`src/rtl/bram_fetch_scheduler_pkg.sv`:
```
`default_nettype none
// ============================================================================
//  Module   : bram_fetch_scheduler_pkg
//  Purpose  : Shared scheduler types: FSM state encoding, RAM slot owner tags
//             and default port widths.
//  Revision : 1.0 - initial release
// ============================================================================
package bram_fetch_scheduler_pkg;

  // Scheduler FSM states
  typedef enum logic [0:0] {
    ST_IDLE  = 1'b0,
    ST_BURST = 1'b1
  } sched_state_t;

  // Who owns the RAM slot; also tags the read data returning a cycle later
  typedef enum logic [1:0] {
    OWN_NONE = 2'd0,
    OWN_VID  = 2'd1,
    OWN_HOST = 2'd2
  } owner_t;

  localparam int unsigned c_DEF_ADDR_WIDTH   = 9;
  localparam int unsigned c_DEF_DATA_WIDTH   = 32;
  localparam int unsigned c_DEF_STARVE_LIMIT = 8;

endpackage
`default_nettype wire

```
`src/rtl/bram_burst_addr_gen.sv`:
```
`default_nettype none
// ============================================================================
//  Module   : bram_burst_addr_gen
//  Purpose  : Burst address walker. Loads base/length, steps the word address
//             (wrapping modulo 2^ADDR_WIDTH) and the remaining count per issued
//             read, and flags the final word.
//  Revision : 1.0 - initial release
// ============================================================================
module bram_burst_addr_gen #(
  parameter int ADDR_WIDTH = 9
) (
  input  logic                  clock,
  input  logic                  reset,
  input  logic                  load,
  input  logic [ADDR_WIDTH-1:0] base,
  input  logic [ADDR_WIDTH:0]   len,
  input  logic                  step,
  output logic [ADDR_WIDTH-1:0] addr,
  output logic                  last
);

  localparam logic [ADDR_WIDTH-1:0] c_ADDR_ONE = ADDR_WIDTH'(1);
  localparam logic [ADDR_WIDTH:0]   c_CNT_ONE  = (ADDR_WIDTH + 1)'(1);

  logic [ADDR_WIDTH-1:0] r_addr;
  logic [ADDR_WIDTH:0]   r_remain;

  // Address and remaining-count registers; the address wraps naturally
  always_ff @(posedge clock or posedge reset) begin
    if (reset) begin
      r_addr   <= '0;
      r_remain <= '0;
    end else if (load) begin
      r_addr   <= base;
      r_remain <= len;
    end else if (step) begin
      r_addr   <= r_addr + c_ADDR_ONE;
      r_remain <= r_remain - c_CNT_ONE;
    end
  end

  assign addr = r_addr;
  assign last = (r_remain == c_CNT_ONE);

endmodule
`default_nettype wire

```
`src/rtl/bram_fetch_scheduler.sv`:
```
`default_nettype none
// ============================================================================
//  Module   : bram_fetch_scheduler
//  Purpose  : Arbitrates the 32-bit block RAM port between a video burst
//             fetcher (priority, read-only) and a single-word host requester,
//             and returns read data one cycle after issue with an owner tag.
//  Config   : BRAM_SCHED_STARVE_GUARD_EN - when defined, a host that has waited
//             STARVE_LIMIT cycles is granted one slot that pauses the burst.
//  Revision : 1.0 - initial release
// ============================================================================
import bram_fetch_scheduler_pkg::*;

module bram_fetch_scheduler #(
  parameter int ADDR_WIDTH   = c_DEF_ADDR_WIDTH,
  parameter int DATA_WIDTH   = c_DEF_DATA_WIDTH,
  parameter int STARVE_LIMIT = c_DEF_STARVE_LIMIT
) (
  input  logic                  clock,
  input  logic                  reset,
  input  logic                  vid_start,
  input  logic [ADDR_WIDTH-1:0] vid_base,
  input  logic [ADDR_WIDTH:0]   vid_len,
  output logic                  vid_busy,
  output logic                  vid_valid,
  output logic [DATA_WIDTH-1:0] vid_data,
  output logic                  vid_done,
  input  logic                  host_req,
  input  logic                  host_we,
  input  logic [ADDR_WIDTH-1:0] host_addr,
  input  logic [DATA_WIDTH-1:0] host_wdata,
  output logic                  host_ack,
  output logic                  host_valid,
  output logic [DATA_WIDTH-1:0] host_rdata,
  output logic                  ram_en,
  output logic                  ram_we,
  output logic [ADDR_WIDTH-1:0] ram_addr,
  output logic [DATA_WIDTH-1:0] ram_di,
  input  logic [DATA_WIDTH-1:0] ram_do
);

  sched_state_t          r_state;
  sched_state_t          w_next_state;
  owner_t                w_slot;
  owner_t                r_owner;
  logic                  w_load;
  logic                  w_step;
  logic                  w_zero_start;
  logic                  w_force_host;
  logic                  w_last;
  logic [ADDR_WIDTH-1:0] w_cur_addr;
  logic                  r_last_word;
  logic                  r_vid_done;

  bram_burst_addr_gen #(
    .ADDR_WIDTH (ADDR_WIDTH)
  ) u_addr_gen (
    .clock (clock),
    .reset (reset),
    .load  (w_load),
    .base  (vid_base),
    .len   (vid_len),
    .step  (w_step),
    .addr  (w_cur_addr),
    .last  (w_last)
  );

`ifdef BRAM_SCHED_STARVE_GUARD_EN
  localparam int unsigned         c_STARVE_W   = $clog2(STARVE_LIMIT + 1);
  localparam logic [c_STARVE_W-1:0] c_STARVE_MAX = c_STARVE_W'(STARVE_LIMIT);
  localparam logic [c_STARVE_W-1:0] c_STARVE_ONE = c_STARVE_W'(1);

  logic [c_STARVE_W-1:0] r_starve;

  assign w_force_host = host_req && (r_starve == c_STARVE_MAX);

  // Count cycles a pending host request goes unserved; a grant clears it
  always_ff @(posedge clock or posedge reset) begin
    if (reset) begin
      r_starve <= '0;
    end else if (!host_req || host_ack) begin
      r_starve <= '0;
    end else if (r_starve != c_STARVE_MAX) begin
      r_starve <= r_starve + c_STARVE_ONE;
    end
  end
`else
  logic w_unused_cfg;

  assign w_force_host = 1'b0;
  assign w_unused_cfg = ^STARVE_LIMIT;
`endif

  // FSM state register
  always_ff @(posedge clock or posedge reset) begin
    if (reset) begin
      r_state <= ST_IDLE;
    end else begin
      r_state <= w_next_state;
    end
  end

  // Next state and slot selection; RAM command outputs follow the slot owner.
  // Everything is held off while reset is asserted so outputs drop at once.
  always_comb begin
    w_next_state = r_state;
    w_slot       = OWN_NONE;
    w_load       = 1'b0;
    w_step       = 1'b0;
    w_zero_start = 1'b0;
    if (!reset) begin
      case (r_state)
        ST_IDLE: begin
          // A start in the same cycle as a host request lets the host go first;
          // the burst then owns every slot from the next cycle on.
          if (host_req) begin
            w_slot = OWN_HOST;
          end
          if (vid_start) begin
            if (vid_len != '0) begin
              w_load       = 1'b1;
              w_next_state = ST_BURST;
            end else begin
              w_zero_start = 1'b1;
            end
          end
        end
        ST_BURST: begin
          if (w_force_host) begin
            w_slot = OWN_HOST;
          end else begin
            w_slot = OWN_VID;
            w_step = 1'b1;
            if (w_last) begin
              w_next_state = ST_IDLE;
            end
          end
        end
        default: w_next_state = ST_IDLE;
      endcase
    end

    ram_en   = (w_slot != OWN_NONE);
    ram_we   = (w_slot == OWN_HOST) && host_we;
    host_ack = (w_slot == OWN_HOST);
    ram_addr = '0;
    ram_di   = '0;
    if (w_slot == OWN_VID) begin
      ram_addr = w_cur_addr;
    end else if (w_slot == OWN_HOST) begin
      ram_addr = host_addr;
      if (host_we) begin
        ram_di = host_wdata;
      end
    end
  end

  // Owner tag for the data returning next cycle, plus the end-of-burst pipeline
  always_ff @(posedge clock or posedge reset) begin
    if (reset) begin
      r_owner     <= OWN_NONE;
      r_last_word <= 1'b0;
      r_vid_done  <= 1'b0;
    end else begin
      r_owner     <= (w_slot == OWN_HOST && host_we) ? OWN_NONE : w_slot;
      r_last_word <= w_step && w_last;
      r_vid_done  <= r_last_word || w_zero_start;
    end
  end

  assign vid_busy   = (r_state == ST_BURST);
  assign vid_valid  = (r_owner == OWN_VID);
  assign host_valid = (r_owner == OWN_HOST);
  assign vid_data   = vid_valid  ? ram_do : '0;
  assign host_rdata = host_valid ? ram_do : '0;
  assign vid_done   = r_vid_done;

endmodule
`default_nettype wire

```
`config.mk`:
```
export PLATFORM = sky130hd
export DESIGN_NAME = bram_fetch_scheduler
export DESIGN_NICKNAME = d
export VERILOG_FILES = /design/src/rtl/bram_fetch_scheduler_pkg.sv /design/src/rtl/bram_burst_addr_gen.sv /design/src/rtl/bram_fetch_scheduler.sv
export SDC_FILE = /design/constraint.sdc
export NUM_CORES = 1
export LEC_CHECK = 0
export CAP_MARGIN = 20
export CORE_MARGIN = 3
export CORE_UTILIZATION = 32
export DETAILED_ROUTE_END_ITERATION = 7
export HOLD_SLACK_MARGIN = 0.03
export PLACE_DENSITY = 0.87
export SYNTH_ARGS = -nofsm -noshare
export SYNTH_HDL_FRONTEND = slang
export SYNTH_SLANG_ARGS = --single-unit
export TNS_END_PERCENT = 5
```
`constraint.sdc`:
```
create_clock -name clock -period 4.4 [get_ports clock]
set_input_delay 0.44 -clock clock [delete_from_list [all_inputs] [get_ports clock]]
set_output_delay 0.44 -clock clock [all_outputs]
set_load 0.005 [all_outputs]
```
==> flow_summary_export.csv, run 1 <==
group,metric,value,unit
yosys,synth_cell_type_count,43,
yosys,synth_top_flop_cell,"sky130_fd_sc_hd__dfrtp_1",
global_route,grt_first_pass_wirelength,14100,um
die,fp-row-count,28,
yosys,yosysWarningCount,0,
yosys,syn_area,2090,um^2
clock_tree,clk_transition_reported_paths,0.08,ns
yosys,post-synth-top-area-fraction,28.7,%
timing,final-setup-viol-count,0,
die,fp.dieW,86.8,um
global_route,maximum_number_of_pins_on_one_net_before_global_route_repair,35,
routing,final_wl,9650,um
routing,num_vias,2647,
timing,grt_setup_unrepaired,"false",
timing,timing_max_transition_violations_final,0,
routing,post-route-drc-count,0,
finish,area.growth.synth_to_final,103,%
placed_design,pre_cts_slack,1.13,ns
timing,period_minus_slack,3.28,ns
yosys,post_synth_fa_ha_maj_area_fraction,1.80,%
placed_design,port-buffer-count,208,
timing,final.setup.tns,0,ns
clock_tree,clk_root_buffer_cell,"sky130_fd_sc_hd__clkbuf_8",
hold_path,hold_wc_path_type,"reg2reg",
yosys,synth_sequential_area_ratio,28.7,%
setup_path,cp_data_arrival_time,2.84,ns
clock_tree,cts-buffers-inserted,3,
yosys,synth_simple_gate_area_share,45.9,%
power,total_leakage_power,1.78,nW
flow_run,maxCapViolations,0,
clock_tree,ctsResizeCount,0,
timing,period_utilisation_layout,74.6,%
placed_design,routabilityCongestion,0.924,
finish,layout-drive-gt1-share,2.83,%
status,outcome,"finished, final reports clean",
routing,number_of_nets_with_antenna_violations_after_routing,0,
timing,fin_worst_skew,0.00132,ns
clock_tree,htree_num_levels,1,
yosys,synth-compound-area-share,15.2,%
placed_design,post-dp-hpwl,7980,um
global_route,antenna_violations_before_repair,0,
global_route,globalRoute.totalOverflow,0,
yosys,netlist.top_cell.by_area,"sky130_fd_sc_hd__dfrtp_1",
timing,tightestPinTransition,0.947,ns
clock_tree,tritoncts,"built",
setup_path,critical_path.endpoint_type,"output port",
die,core_footprint,6130,um^2
clock_tree,clkSinkCount,24,
routing,route.detailed.vias_per_inst,4.96,
finish,final.fill_count,505,
die,die-height,86.8,um
finish,num_antenna_cells,0,
setup_path,worst-setup-path-type,"in2out",
die,die_area,7540,um^2
global_route,grt_usage,23.9,%
yosys,syn_inst,263,
routing,routed_wire_length_per_instance,18.1,um
global_route,grt_pass1_vias,2547,
timing,final-hold-violation-count,0,
clock_tree,clock_latency,0.26,ns
timing,setup_slack,1.12,ns
yosys,most_instantiated_cells_after_synthesis,"sky130_fd_sc_hd__and2_1 (65), sky130_fd_sc_hd__and3_1 (33), sky130_fd_sc_hd__dfrtp_1 (24)",
yosys,yosys.area_share.xor_xnor,2.93,%
setup_path,startpoint_type,"input port",
yosys,number_of_enable_flip_flop_cells_after_synthesis,0,
die,ioPinCount,209,
yosys,synth_async_reset_ratio,100,%
clock_tree,cts-hold-fix-buffers,0,
clock_tree,post_cts_buffers,0,
yosys,syn-mean-instance-area,7.95,um^2
timing,timing.fmax,305,MHz
yosys,synth_top_family_by_area,"simple AND/OR/NAND/NOR gates",
yosys,synth-seq-cells,24,
routing,detailedRoute.firstPassIterationCount,7,
setup_path,cp_max_fo,34,
finish,final_core_util,69.3,%
yosys,synth_top_cells_by_area,"sky130_fd_sc_hd__dfrtp_1 (29%), sky130_fd_sc_hd__and2_1 (19%), sky130_fd_sc_hd__and3_1 (9.9%)",
power,power_density,311,nW/um^2
timing,max_slew_margin,36.9,%
yosys,post-synth-top-count-cell,"sky130_fd_sc_hd__and2_1",
routing,dr.first_iter.drc_count,84,
finish,design.final.nets,561,
power,vdd_ir_drop_max,270,uV
die,initial_utilization,34.1,%
yosys,post_synth_mux_area_share,0,%
clock_tree,cts_max_path_buffers,2,
yosys,post_syn_nets,363,
setup_path,crit_required,3.96,ns
==> worst paths after layout <==
| path | depth (start not counted) | slack (ns) | endpoint | startpoint |
|---|---|---|---|---|
| setup / recovery | 6 | 1.12 | ram_di[31] | reset |
| hold / removal | 1 | 0.45 | vid_done$_DFF_PP0_ | r_last_word$_DFF_PP0_ |
| setup reg to reg | 4 | 1.95 | u_addr_gen.addr[3]$_DFFE_PP0P_ | vid_busy$_DFFE_PP0N_ |
| hold reg to reg | 1 | 0.45 | vid_done$_DFF_PP0_ | r_last_word$_DFF_PP0_ |
| max in group asynchronous | 3 | 3.46 | u_addr_gen.addr[0]$_DFFE_PP0P_ | reset |
| min in group asynchronous | 3 | 0.71 | u_addr_gen.addr[5]$_DFFE_PP0P_ | reset |
==> area by class of cell <==
cell class / count / area, um^2 / share of cell area [%]
Inverter: 7 / 26.3 / 0.618
Clock buffer: 3 / 41.3 / 0.971
Sequential cell: 24 / 601 / 14.1
Tap cell: 75 / 93.8 / 2.21
Timing Repair Buffer: 212 / 2110 / 49.7
Multi-Input combinational cell: 213 / 1380 / 32.4
==> cells by family after synthesis <==
| kind of cell | after synthesis |
|---|---|
| flip-flops | 24 |
| AO/OA/AOI/OAI | 40 |
| buffers and inverters | 26 |
| adder cells (fa/ha/maj) | 3 |
| AND/OR/NAND/NOR | 163 |
| XOR/XNOR | 7 |
==> routing by layer <==
layer  routed length [um]  vias to the layer above  global-route usage, %  part of all wire (%)
met2                 4640                      117                   39.1                    48
met5                    0                        -                      0                     0
li1                     -                     1314                      -                     -
met3                 1310                        6                   12.5                    14
met4                   40                        0                   3.26                  0.41
met1                 3670                     1210                   28.7                    38
==> worst max-delay path, stage by stage <==
cell and delay [ns]:
sky130_fd_sc_hd__clkdlybuf4s50_1 0.52, sky130_fd_sc_hd__inv_1 0.11, sky130_fd_sc_hd__and3_1 0.78, sky130_fd_sc_hd__buf_4 0.30, sky130_fd_sc_hd__and3_1 0.17, sky130_fd_sc_hd__clkdlybuf4s50_1 0.51
==> state kept, by name, indices dropped and copies added (netlist names) <==
register / count
r_last_word: 1
r_owner: 2
u_addr_gen.addr: 9
u_addr_gen.r_remain: 10
vid_busy: 1
vid_done: 1
==> through the flow <==
stage	total power, mW	instances	cell area (um^2)	hold WS, ns
floorplan	0.789	263	2090	0.404
global placement	1.18	531	4210	0.415
detailed placement	1.19	531	4210	0.422
CTS	1.32	534	4250	0.444
global route	1.43	534	4250	0.449
finish	1.32	534	4250	0.450
==> power by group <==
group          internal [mW]  switching (mW)
sequential             0.313           0.105
combinational          0.448           0.330
clock                 0.0611          0.0640
==> placed cells by master, fill, tap and decap left out, types with 2 or more instances in the layout <==
cell type / synthesis / final
sky130_fd_sc_hd__a21o_1: 2 / 2
sky130_fd_sc_hd__a21oi_1: 4 / 4
sky130_fd_sc_hd__a221o_1: 5 / 5
sky130_fd_sc_hd__a22o_1: 10 / 10
sky130_fd_sc_hd__and2_1: 65 / 65
sky130_fd_sc_hd__and3_1: 33 / 33
sky130_fd_sc_hd__buf_4: 0 / 4
sky130_fd_sc_hd__clkbuf_8: 0 / 3
sky130_fd_sc_hd__clkdlybuf4s50_1: 0 / 208
sky130_fd_sc_hd__dfrtp_1: 24 / 24
sky130_fd_sc_hd__ha_1: 3 / 3
sky130_fd_sc_hd__inv_1: 7 / 7
sky130_fd_sc_hd__nand2_1: 18 / 18
sky130_fd_sc_hd__nand2b_1: 3 / 3
sky130_fd_sc_hd__nand3_1: 8 / 8
sky130_fd_sc_hd__nand3b_1: 2 / 2
sky130_fd_sc_hd__nand4_1: 3 / 3
sky130_fd_sc_hd__nor2_1: 10 / 10
sky130_fd_sc_hd__nor2b_1: 3 / 3
sky130_fd_sc_hd__nor3_1: 5 / 5
sky130_fd_sc_hd__nor4_1: 2 / 2
sky130_fd_sc_hd__o211ai_1: 2 / 2
sky130_fd_sc_hd__o21ai_0: 3 / 3
sky130_fd_sc_hd__o21ai_1: 5 / 5
sky130_fd_sc_hd__o22ai_1: 3 / 3
sky130_fd_sc_hd__or2_2: 2 / 2
sky130_fd_sc_hd__or3_1: 2 / 2
sky130_fd_sc_hd__xnor2_1: 2 / 2
sky130_fd_sc_hd__xor2_1: 5 / 5
Power figures use the tool's default switching activity.
==> inputs of run 2 (changes only) <==
Settings changed: CORE_UTILIZATION 32 to 30, PLACE_DENSITY 0.87 to 0.82.
Clock period 4.4 ns to 3.05 ns, I/O delays scaled along.
==> flow_summary_export.csv, run 2 (synthesized netlist as in run 1, its figures left out) <==
group,metric,value,unit
die,die-height,89.5,um
clock_tree,clk_root_buffer_cell,"sky130_fd_sc_hd__clkbuf_8",
die,fp-row-count,29,
global_route,antenna_violations_before_repair,0,
finish,final.fill_count,576,
setup_path,crit_path_top_delay_cell,"sky130_fd_sc_hd__clkdlybuf4s50_1",
setup_path,cp_data_arrival_time,2.44,ns
setup_path,timing.critical_path.max_delay_family,"buffers and inverters",
timing,tightestPinTransition,0.829,ns
clock_tree,cts-hold-fix-buffers,0,
timing,setup_slack,0.300,ns
global_route,grt_pass1_vias,2640,
status,outcome,"finished, final reports clean",
routing,final_wl,9780,um
power,power_density,457,nW/um^2
clock_tree,tritoncts,"built",
routing,number_of_nets_with_antenna_violations_after_routing,0,
finish,layout-drive-gt1-share,4.09,%
routing,route.detailed.vias_per_inst,4.86,
routing,post-route-drc-count,0,
die,initial_utilization,31.8,%
timing,fin_worst_skew,0.00291,ns
clock_tree,post_cts_buffers,0,
power,total_leakage_power,1.81,nW
setup_path,critical_path.endpoint_type,"output port",
clock_tree,clock_latency,0.27,ns
routing,routed_wire_length_per_instance,17.5,um
routing,detailedRoute.firstPassIterationCount,4,
clock_tree,clk_transition_reported_paths,0.09,ns
finish,design.final.nets,566,
finish,largest_register,"u_addr_gen.r_remain",
die,fp.dieW,89.5,um
global_route,grt_first_pass_wirelength,13700,um
clock_tree,cts-buffers-inserted,3,
timing,max_slew_margin,44.7,%
timing,hold_slack,0.454,ns
placed_design,pre_cts_slack,0.318,ns
clock_tree,ctsResizeCount,0,
finish,num_antenna_cells,0,
die,ioPinCount,209,
power,vdd_ir_drop_max,409,uV
finish,register_area,601,um^2
clock_tree,clkSinkCount,24,
global_route,globalRoute.totalOverflow,0,
finish,layout.cells.most_common_list,"sky130_fd_sc_hd__clkdlybuf4s50_1 (208), sky130_fd_sc_hd__and2_1 (65), sky130_fd_sc_hd__and3_1 (33), sky130_fd_sc_hd__dfrtp_1 (24), sky130_fd_sc_hd__nand2_1 (18)",
clock_tree,htree_num_levels,1,
hold_path,hold_wc_path_type,"reg2reg",
global_route,maximum_number_of_pins_on_one_net_before_global_route_repair,35,
timing,final.setup.tns,0,ns
timing,period_minus_slack,2.75,ns
setup_path,cp_max_fo,18,
power,fin_total_pwr,1.98,mW
setup_path,startpoint_type,"input port",
setup_path,cp.buffers_inverters,4,
placed_design,routabilityCongestion,0.876,
finish,multiInputGateArea,1380,um^2
finish,number_of_flip_flops_under_the_largest_register_name,10,
die,die_area,8010,um^2
setup_path,crit_required,2.74,ns
die,core_footprint,6570,um^2
setup_path,worst-setup-path-type,"in2out",
routing,dr.first_iter.drc_count,89,
routing,num_vias,2712,
timing,final-setup-viol-count,0,
finish,area.growth.synth_to_final,107,%
timing,timing_max_transition_violations_final,0,
finish,most_frequent_standard_cell_in_the_layout_excluding_fill_and_tap_cells,"sky130_fd_sc_hd__clkdlybuf4s50_1",
timing,grt_setup_unrepaired,"false",
setup_path,worst_path_cell_chain,"clkdlybuf4s50_1 -> inv_1 -> and3_1 -> buf_4 -> and3_1 -> clkdlybuf4s50_1",
flow_run,maxCapViolations,0,
global_route,grt_usage,22.1,%
timing,period_utilisation_layout,90.2,%
finish,final_cell_count_no_fill,558,
clock_tree,cts_max_path_buffers,2,
setup_path,critical-path-max-stage-delay,0.52,ns
timing,final-hold-violation-count,0,
placed_design,port-buffer-count,208,
timing,timing.fmax,364,MHz
placed_design,post-place-cells,554,
placed_design,post-dp-hpwl,7980,um
run 2: worst reg2reg max path: stages, from the launching register on:
cell and delay (ns):
sky130_fd_sc_hd__dfrtp_1 0.46, sky130_fd_sc_hd__nor3b_2 0.25, sky130_fd_sc_hd__o41a_1 0.73, sky130_fd_sc_hd__nor2_4 0.10, sky130_fd_sc_hd__a221o_1 0.33
run 2: layer usage:
metal	global-route usage [%]	up-vias	routed length, um
li1	-	1322	-
met3	8.66	9	1140
met2	40.0	126	5000
met5	0	-	0
met1	25.2	1255	3580
met4	3.11	0	62
run 2: area by class of cell:
| class | count | area share (%) |
|---|---|---|
| multi-input combinational | 213 | 31.8 |
| clock buffer | 4 | 1.27 |
| timing repair buffer | 217 | 49.7 |
| inverter | 7 | 0.608 |
| sequential | 24 | 13.9 |
| tap | 93 | 2.69 |
run 2: path summary, 6_finish.rpt:
| kind | slack, ns | end | from | cells past startpoint |
|---|---|---|---|---|
| min | 0.45 | vid_done$_DFF_PP0_ | r_last_word$_DFF_PP0_ | 1 |
| max in group asynchronous | 2.22 | u_addr_gen.r_remain[8]$_DFFE_PP0P_ | reset | 3 |
| max | 0.30 | ram_di[24] | reset | 6 |
| min reg2reg | 0.45 | vid_done$_DFF_PP0_ | r_last_word$_DFF_PP0_ | 1 |
| min in group asynchronous | 0.59 | u_addr_gen.addr[4]$_DFFE_PP0P_ | reset | 3 |
| max reg2reg | 1.06 | u_addr_gen.r_remain[2]$_DFFE_PP0P_ | vid_busy$_DFFE_PP0N_ | 4 |
run 2: metrics by stage:
step                area, um^2  util [%]
CTS                       4320      65.8
global route              4320      65.8
finish                    4320      65.8
floorplan                 2090         -
global placement          4270      65.0
detailed placement        4270      65.0
run 2: power breakdown:
part,internal [mW],switching (mW)
registers,0.451,0.151
logic,0.660,0.487
clock network,0.116,0.111
